[src/rtl/cache_ctrl_pkg.sv]
// Shared state encoding and index-width helpers for the L1 miss/refill sequencer.
package cache_ctrl_pkg;

  typedef enum logic [1:0] {
    INIT      = 2'd0,
    IDLE      = 2'd1,
    WRITEBACK = 2'd2,
    FETCH     = 2'd3
  } state_t;

  // Index width that stays at least 1 bit for single-entry vectors.
  function automatic int idx_w(input int n);
    return (n > 1) ? $clog2(n) : 1;
  endfunction

  localparam int DEF_NUM_PORTS      = 2;
  localparam int DEF_WORDS_PER_LINE = 8;
  localparam int PORT_W             = idx_w(DEF_NUM_PORTS);
  localparam int WORD_W             = idx_w(DEF_WORDS_PER_LINE);

endpackage

[src/rtl/rr_arbiter.sv]
// Round-robin pick: first set request at or after ptr, wrapping; purely combinational.
module rr_arbiter
  import cache_ctrl_pkg::*;
#(
  parameter int N = 2
) (
  input  logic [N-1:0]          req,
  input  logic [idx_w(N)-1:0]   ptr,
  output logic [N-1:0]          grant,
  output logic [idx_w(N)-1:0]   idx,
  output logic                  vld
);

  localparam int IW = idx_w(N);

  int j;

  always_comb begin
    grant = '0;
    idx   = '0;
    vld   = 1'b0;
    j     = 0;
    for (int k = 0; k < N; k++) begin
      j = int'(ptr) + k;
      if (j >= N) j = j - N;
      if (!vld && req[j]) begin
        vld      = 1'b1;
        grant[j] = 1'b1;
        idx      = IW'(j);
      end
    end
  end

endmodule

[src/rtl/cache_miss_sequencer.sv]
// Multi-port L1 miss sequencer: zero-latency hit acks, round-robin miss service,
// dirty writeback then refill over one memory channel; stalls only on mem_valid_mm.
module cache_miss_sequencer
  import cache_ctrl_pkg::*;
#(
  parameter int NUM_PORTS      = 2,
  parameter int WORDS_PER_LINE = 8,
  parameter int TIMEOUT        = 0
) (
  input  logic                              clk,
  input  logic                              reset,
  input  logic [NUM_PORTS-1:0]              req,
  input  logic [NUM_PORTS-1:0]              hit,
  input  logic [NUM_PORTS-1:0]              dirty,
  input  logic                              mem_valid_mm,
  output logic                              clr,
  output logic [NUM_PORTS-1:0]              ack,
  output logic [idx_w(NUM_PORTS)-1:0]       sel_port,
  output logic [$clog2(WORDS_PER_LINE)-1:0] word_idx,
  output logic                              re_victim,
  output logic [NUM_PORTS-1:0]              we_l1,
  output logic                              re_mm,
  output logic                              we_mm,
  output logic                              busy,
  output logic                              err_timeout
);

  localparam int PW = idx_w(NUM_PORTS);
  localparam int WW = $clog2(WORDS_PER_LINE);
  localparam int TW = idx_w(TIMEOUT + 1);

  localparam logic [WW-1:0] LAST_WORD = WW'(WORDS_PER_LINE - 1);
  localparam logic [PW-1:0] LAST_PORT = PW'(NUM_PORTS - 1);
  localparam logic [TW-1:0] WD_LIMIT  = TW'((TIMEOUT > 0) ? TIMEOUT - 1 : 0);

  state_t               state, state_nxt;
  logic [WW-1:0]        cnt;
  logic [TW-1:0]        wdog;
  logic [PW-1:0]        rr_ptr;
  logic [PW-1:0]        owner;
  logic [NUM_PORTS-1:0] miss;
  logic [NUM_PORTS-1:0] gnt;
  logic [PW-1:0]        gnt_idx;
  logic                 gnt_vld;
  logic                 xfer;
  logic                 last_word;
  logic                 wd_expire;

  assign miss = req & ~hit;

  rr_arbiter #(.N(NUM_PORTS)) u_arb (
    .req   (miss),
    .ptr   (rr_ptr),
    .grant (gnt),
    .idx   (gnt_idx),
    .vld   (gnt_vld)
  );

  assign xfer      = (state == WRITEBACK) || (state == FETCH);
  assign last_word = (cnt == LAST_WORD);
  // Fires on the TIMEOUT-th consecutive stalled transfer cycle.
  assign wd_expire = (TIMEOUT > 0) && xfer && !mem_valid_mm && (wdog == WD_LIMIT);

  always_ff @(posedge clk) begin
    if (reset) state <= INIT;
    else       state <= state_nxt;
  end

  always_comb begin
    state_nxt = state;
    case (state)
      INIT: state_nxt = IDLE;
      IDLE: begin
        if (gnt_vld) state_nxt = (|(dirty & gnt)) ? WRITEBACK : FETCH;
      end
      WRITEBACK: begin
        if (wd_expire)                     state_nxt = INIT;
        else if (mem_valid_mm && last_word) state_nxt = FETCH;
      end
      FETCH: begin
        if (wd_expire)                     state_nxt = INIT;
        else if (mem_valid_mm && last_word) state_nxt = IDLE;
      end
      default: state_nxt = INIT;
    endcase
  end

  always_ff @(posedge clk) begin
    if (reset) begin
      cnt         <= '0;
      rr_ptr      <= '0;
      owner       <= '0;
      err_timeout <= 1'b0;
    end else begin
      case (state)
        IDLE: begin
          cnt <= '0;
          if (gnt_vld) begin
            owner  <= gnt_idx;
            rr_ptr <= (gnt_idx == LAST_PORT) ? '0 : gnt_idx + PW'(1);
          end
        end
        WRITEBACK, FETCH: begin
          if (mem_valid_mm) cnt <= last_word ? '0 : cnt + WW'(1);
        end
        default: cnt <= '0;
      endcase
      if (wd_expire) err_timeout <= 1'b1;
    end
  end

  always_ff @(posedge clk) begin
    if (reset)
      wdog <= '0;
    else if (TIMEOUT == 0 || !xfer || mem_valid_mm || state_nxt != state)
      wdog <= '0;
    else
      wdog <= wdog + TW'(1);
  end

  always_comb begin
    clr       = 1'b0;
    ack       = '0;
    sel_port  = '0;
    word_idx  = '0;
    re_victim = 1'b0;
    we_l1     = '0;
    re_mm     = 1'b0;
    we_mm     = 1'b0;
    busy      = 1'b0;
    case (state)
      INIT: clr = 1'b1;
      IDLE: ack = req & hit;
      WRITEBACK: begin
        busy      = 1'b1;
        we_mm     = 1'b1;
        re_victim = 1'b1;
        sel_port  = owner;
        word_idx  = cnt;
      end
      FETCH: begin
        busy     = 1'b1;
        re_mm    = 1'b1;
        sel_port = owner;
        word_idx = cnt;
        we_l1    = mem_valid_mm ? (NUM_PORTS'(1) << owner) : '0;
      end
      default: clr = 1'b0;
    endcase
  end

endmodule

[config.mk]
export PLATFORM = sky130hd
export DESIGN_NAME = cache_miss_sequencer
export DESIGN_NICKNAME = d
export VERILOG_FILES = /design/src/rtl/cache_ctrl_pkg.sv /design/src/rtl/rr_arbiter.sv /design/src/rtl/cache_miss_sequencer.sv
export SDC_FILE = /design/constraint.sdc
export NUM_CORES = 1
export LEC_CHECK = 0
export ABC_AREA = 1
export CAP_MARGIN = 20
export CORE_MARGIN = 5
export CORE_UTILIZATION = 41
export CTS_CLUSTER_DIAMETER = 80
export DETAILED_ROUTE_END_ITERATION = 8
export DONT_BUFFER_PORTS = 1
export GPL_TIMING_DRIVEN = 0
export SLEW_MARGIN = 20
export SYNTH_ARGS = -nofsm -noshare
export SYNTH_HDL_FRONTEND = slang
export SYNTH_SLANG_ARGS = --single-unit
[constraint.sdc]
create_clock -name clk -period 1.7 [get_ports clk]
set_clock_uncertainty 0.2 [all_clocks]
set_input_delay 0.17 -clock clk [delete_from_list [all_inputs] [get_ports clk]]
set_output_delay 0.17 -clock clk [all_outputs]
set_load 0.02 [all_outputs]
* Word-level counts from Yosys, hierarchy flattened *
Index checks and enable logic that the tools add are counted.

word-level totals
  flip-flop bits (word level) = 7
  output and inout bits = 14
  word-level logic and storage cells = 74
  bits of input ports = 9

operators by class
  shift-type cells = 1
  $lt $le $gt $ge = 6
  eq/ne operators = 7
  add/subtract/negate cells = 5
  mux-type cells = 34
  bitwise gates (word level) = 6
  reduce and logical (&&, ||, !) cells = 11

operators with widths
  operator                                                                       count
  32-bit by 1-bit >= comparator with 1-bit output, second input constant         2
  32-bit by 3-bit less-than comparator with 1-bit output, second input constant  2
  32-bit 2-to-1 mux                                                              2
  32-bit by 3-bit >= comparator with 1-bit output, second input constant         1
  32-bit by 3-bit subtractor with 32-bit output, second input constant           1
  1-bit 2-to-1 mux                                                               19
  2-bit 2-to-1 mux                                                               8
  2-bit case mux with 4 select lines                                             1
  2-bit AND                                                                      3
  3-bit 2-to-1 mux                                                               2
  2-bit OR reduction                                                             3
  2-bit equality test, second input constant                                     2
  1-bit logical AND                                                              4
  2-bit by 1-bit inequality test with 1-bit output, second input constant        2
  3-bit by 1-bit adder with 3-bit output, second input constant                  1
  3-bit equality test, second input constant                                     1
  3-bit AND reduction                                                            1
  1-bit by 2-bit subtractor with 3-bit output, second input constant             1
  1-bit by 1-bit adder with 2-bit output, second input constant                  1
  1-bit demux with 1-bit select                                                  2
  2-bit by 1-bit equality test with 1-bit output, second input constant          1
  1-bit by 2-bit >= comparator with 1-bit output, second input constant          1
  2-bit logical NOT                                                              1
  2-bit inequality test, second input constant                                   1
  other kinds (7)                                                                7

* Depth between registers and ports, before layout *
  depth in word-level cells = 14
  gate-level depth with buffers = 8
  depth with buffers taken out = 8

* Hierarchy *
A second synthesis with hierarchy kept.

second synthesis, totals
  cell total of the unflattened synthesis = 86
  area, all modules = 520.5 µm²

modules (own cells, without submodules)
  module                area each (µm²)  instances  cells each  seq. area each (µm²)
  cache_miss_sequencer  490.5            1          79          140.1
  rr_arbiter            30.0             1          7           0.0

* Worst setup path before layout *
No wires, ideal clock.

  path kind = register to output
  start point = register state[1]
  end point = output port we_l1[0]
  setup slack = 0.006 ns
  required time = 1.330 ns
  path buffers = 0
  arrival time = 1.324 ns
  cell stages (with the launch flop) = 4
  cell sequence = dfxtp_1 -> ha_1 -> inv_1 -> nor3_1

on the way
  cells in the longest elaborated chain, start to end = 2

RTL lines
  element                   RTL line                     text
  start: declaration        cache_miss_sequencer.sv:36   state_t state, state_nxt;
  start signal: assignment  cache_miss_sequencer.sv:66   else state <= state_nxt;
  2-bit equality test       cache_miss_sequencer.sv:131  case (state)
  2-bit 2-to-1 mux          cache_miss_sequencer.sv:131
  end: declaration          cache_miss_sequencer.sv:21   output logic [NUM_PORTS-1:0] we_l1,

No other way between the ends.

* Worst setup path after layout *
  start point = register state[0]
  end point = output port sel_port

on the way
  cells in the longest elaborated chain, start to end = 3
  elaborated cells between the ends (all ways) = 4
  those cells by class = eq/ne (2); mux (1); reduce/logical (1)

RTL lines
  element                         RTL line                     text
  2-bit equality test             cache_miss_sequencer.sv:131
  2-bit OR reduction (no line) *  n/a
  1-bit 2-to-1 mux *              cache_miss_sequencer.sv:131
  end: declaration                cache_miss_sequencer.sv:18   output logic [idx_w(NUM_PORTS)-1:0] sel_port,

Mark *: on every way between the ends. The rest lies on a longest branch, timed or not.

==> impl_metrics.yaml <==
status:
  status: "finished, final reports clean"
synth:
  synth_nets: 101
  synth-seq-area-share_pct: 25.45
  post_synth_fa_ha_maj_area_fraction_pct: 13.64
  avgSynthCellArea_um2: 6.401
  synth_top_family_by_area: "simple AND/OR/NAND/NOR gates"
  ys_ff_latch: 7
  yosys-top-cells-count: "24 x nand2_1, 17 x inv_1, 9 x nor2_1, 7 x dfxtp_1, 6 x ha_1"
  synthMuxAreaShare_pct: 0
  synth_cell_types: 20
  synth_top_area_cell: "dfxtp_1"
  synth_ff_type: "dfxtp_1"
  syn-instance-count: 86
  yosysMostFrequentCell: "nand2_1"
  yosysWarnings: 0
  synth-simple-area-share_pct: 36.36
  syn-cell-area_um2: 550.5
  synth_top_area_share_pct: 25.45
  synth_edf_count: 0
  synth_compound_area_share_pct: 8.182
  synth_area_leaders: "dfxtp_1 25%, nand2_1 16%, ha_1 14%"
  async_flop_share_pct: 0
  synth_xor_area_share_pct: 0
detailed_routing:
  antenna_left: 0
  drc: 0
  viasPerCell: 4.685
  routedWlPerCell_um: 10.89
  via_count: 506
  drt_wl_total_mm: 1.176
  first_iter_violations: 5
  firstDrtPassIters: 3
die:
  row_count: 13
  dieArea_um2: 2176
  io_pins: 23
  start_util_pct: 42.84
  dieWidth_um: 46.65
  core_um2: 1285
  die_h_um: 46.65
setup_path:
  cp.arrival_ns: 1.24
  cp-start-kind: "register"
  endpoint_kind: "primary output"
  crit_type: "reg -> out"
  worstSetupStartpoint: "state[0]"
  rr_startpoint: "state[0]"
  crit_fanout: 5
  required_ns: 1.33
final_layout:
  diodes: 0
  fin_cells: 108
  syn2layout_area_growth_pct: 29.77
  layout-drive-gt1-share_pct: 27.96
  fin_nets: 109
power_and_ir_drop:
  ir_drop_v: 0.0008917
  power_density_nw_per_um2: 1373
  power.leakage_nw: 0.3574
  switching_share_pct: 48.72
  power_frac_clock_pct: 15.7
  internal-power_w: 0.0005029
  combPwrFrac_pct: 56.3
  switching_power_w: 0.0004779
  p_seq_share_pct: 28.0
timing:
  max_clock_freq_ghz: 0.6211
  fin_crit_sh_pct: 94.71
  fin_ws_ns: 0.08995
  drv_slew: 0
  final_hold_viol_count: 0
  rsz0062_at_grt: "false"
  fin_crit_ns: 1.610
  finalSetupViolations: 0
global_routing:
  antenna_found_initial: 0
  grt_pass1_wl_mm: 1.863
  grtUsageTotal_pct: 12.27
  grt.overflow.total: 0
  grt_pass1_vias: 461
  grt_max_degree: 8
cts:
  clockBufferDepth: 2
  cts_tree: "yes"
  cts_htree_levels: 1
  cts-buffers-inserted: 3
  clock_latency_ns: 0.25
  path_clk_slew_ns: 0.05
  cts_sinks: 7
  cts_root_buffer: "clkbuf_4"
placed_design:
  dp_hpwl_um: 937.5
  dp.cells: 101
  port_buffers: 0
  dp_slack_ns: -0.1873
  place.gp.congestion: 0.7793
run:
  maxCapViolCount: 0
worst_hold_path:
  hold_class: "in -> reg"
  hold_start: "req[0]"
[cells in the final DEF, fill, tap and decap left out, drive strengths merged]
cell / Yosys / routed
a21boi: 1 / 1
buf: 2 / 2
nor3: 3 / 3
dlygate4sd3: 0 / 3
o21ai: 1 / 1
ha: 6 / 6
a21oi: 3 / 3
dfxtp: 7 / 7
o211a: 1 / 1
clkbuf: 0 / 4
nand3: 4 / 4
nand2: 26 / 26
nor2: 11 / 11
conb: 1 / 1
nand4: 1 / 1
inv: 19 / 19
[power groups by stage]
| stage | combinational (W) | sequential [W] | clock [W] |
|---|---|---|---|
| after floorplan | 0.000400 | 0.000233 | 0 |
| after global placement | 0.000457 | 0.000244 | 0 |
| after detailed placement | 0.000464 | 0.000244 | 0 |
| after CTS | 0.000554 | 0.000270 | 0.000162 |
| after global routing | 0.000605 | 0.000281 | 0.000171 |
| final | 0.000552 | 0.000275 | 0.000154 |
[metal layers]
metal | routed length (um) | GRT usage, % | vias up
met5 | 0 | 0 | -
li1 | - | - | 271
met1 | 496 | 14.25 | 220
met4 | 4 | 3.315 | 0
met2 | 588 | 18.96 | 13
met3 | 87 | 7.422 | 2
[final cells by class]
class / instances / area [um2]
clock buffers: 4 / 26.28
repair buffers: 3 / 30.03
inverters: 19 / 71.32
well taps: 15 / 18.77
flip-flops and latches: 7 / 145.1
plain buffers: 2 / 15.01
multi-input cells: 58 / 407.9
fillers: 141 / 570.5
[state kept, by name (all words and copies together), names as in the netlist]
signal,cells
cnt,3
owner,1
rr_ptr,1
state,2
[path summary, 6_finish.rpt]
kind / end / slack [ns] / cells past startpoint
min: owner / 0.0009 / 3
min reg2reg: rr_ptr / 0.27 / 2
max: sel_port / 0.09 / 4
max reg2reg: state[0] / 0.21 / 6
[worst max-delay path, stage by stage, from the launching register on]
cell     delay (ns)
dfxtp_2        0.35
inv_1          0.14
ha_4           0.23
nor2_2         0.06
nor2_2         0.21
[cells by family after synthesis]
group	Yosys count
simple gates	45
buf+inv	21
flops	7
compound gates	6
fa+ha+maj	6
other cells	1
[per-stage QoR]
stage / utilization, % / total power [W] / instance area [um2] / TNS [ns] / hold WS [ns]
CTS: 55.21 / 0.0009857 / 709.4 / 0 / 0.001799
detailed placement: 44.30 / 0.0007081 / 569.3 / -0.4183 / 0.03480
global placement: 44.30 / 0.0007013 / 569.3 / -0.4092 / 0.03542
finish: 55.60 / 0.0009807 / 714.4 / 0 / 0.0009232
floorplan: - / 0.0006331 / 550.5 / 0 / 0.03244
global route: 55.60 / 0.001057 / 714.4 / 0 / 0.05064
[timing repair]
| action | in CTS | in global routing |
|---|---|---|
| hold buffers | 3 | 0 |
| gates resized for setup | 18 | 2 |
| setup endpoints to repair | 8 | 5 |
| buffers inserted | 0 | 0 |
| endpoints found under the hold margin | 7 | 0 |
| pin swaps | 1 | 1 |
Power figures use the tool's default switching activity.
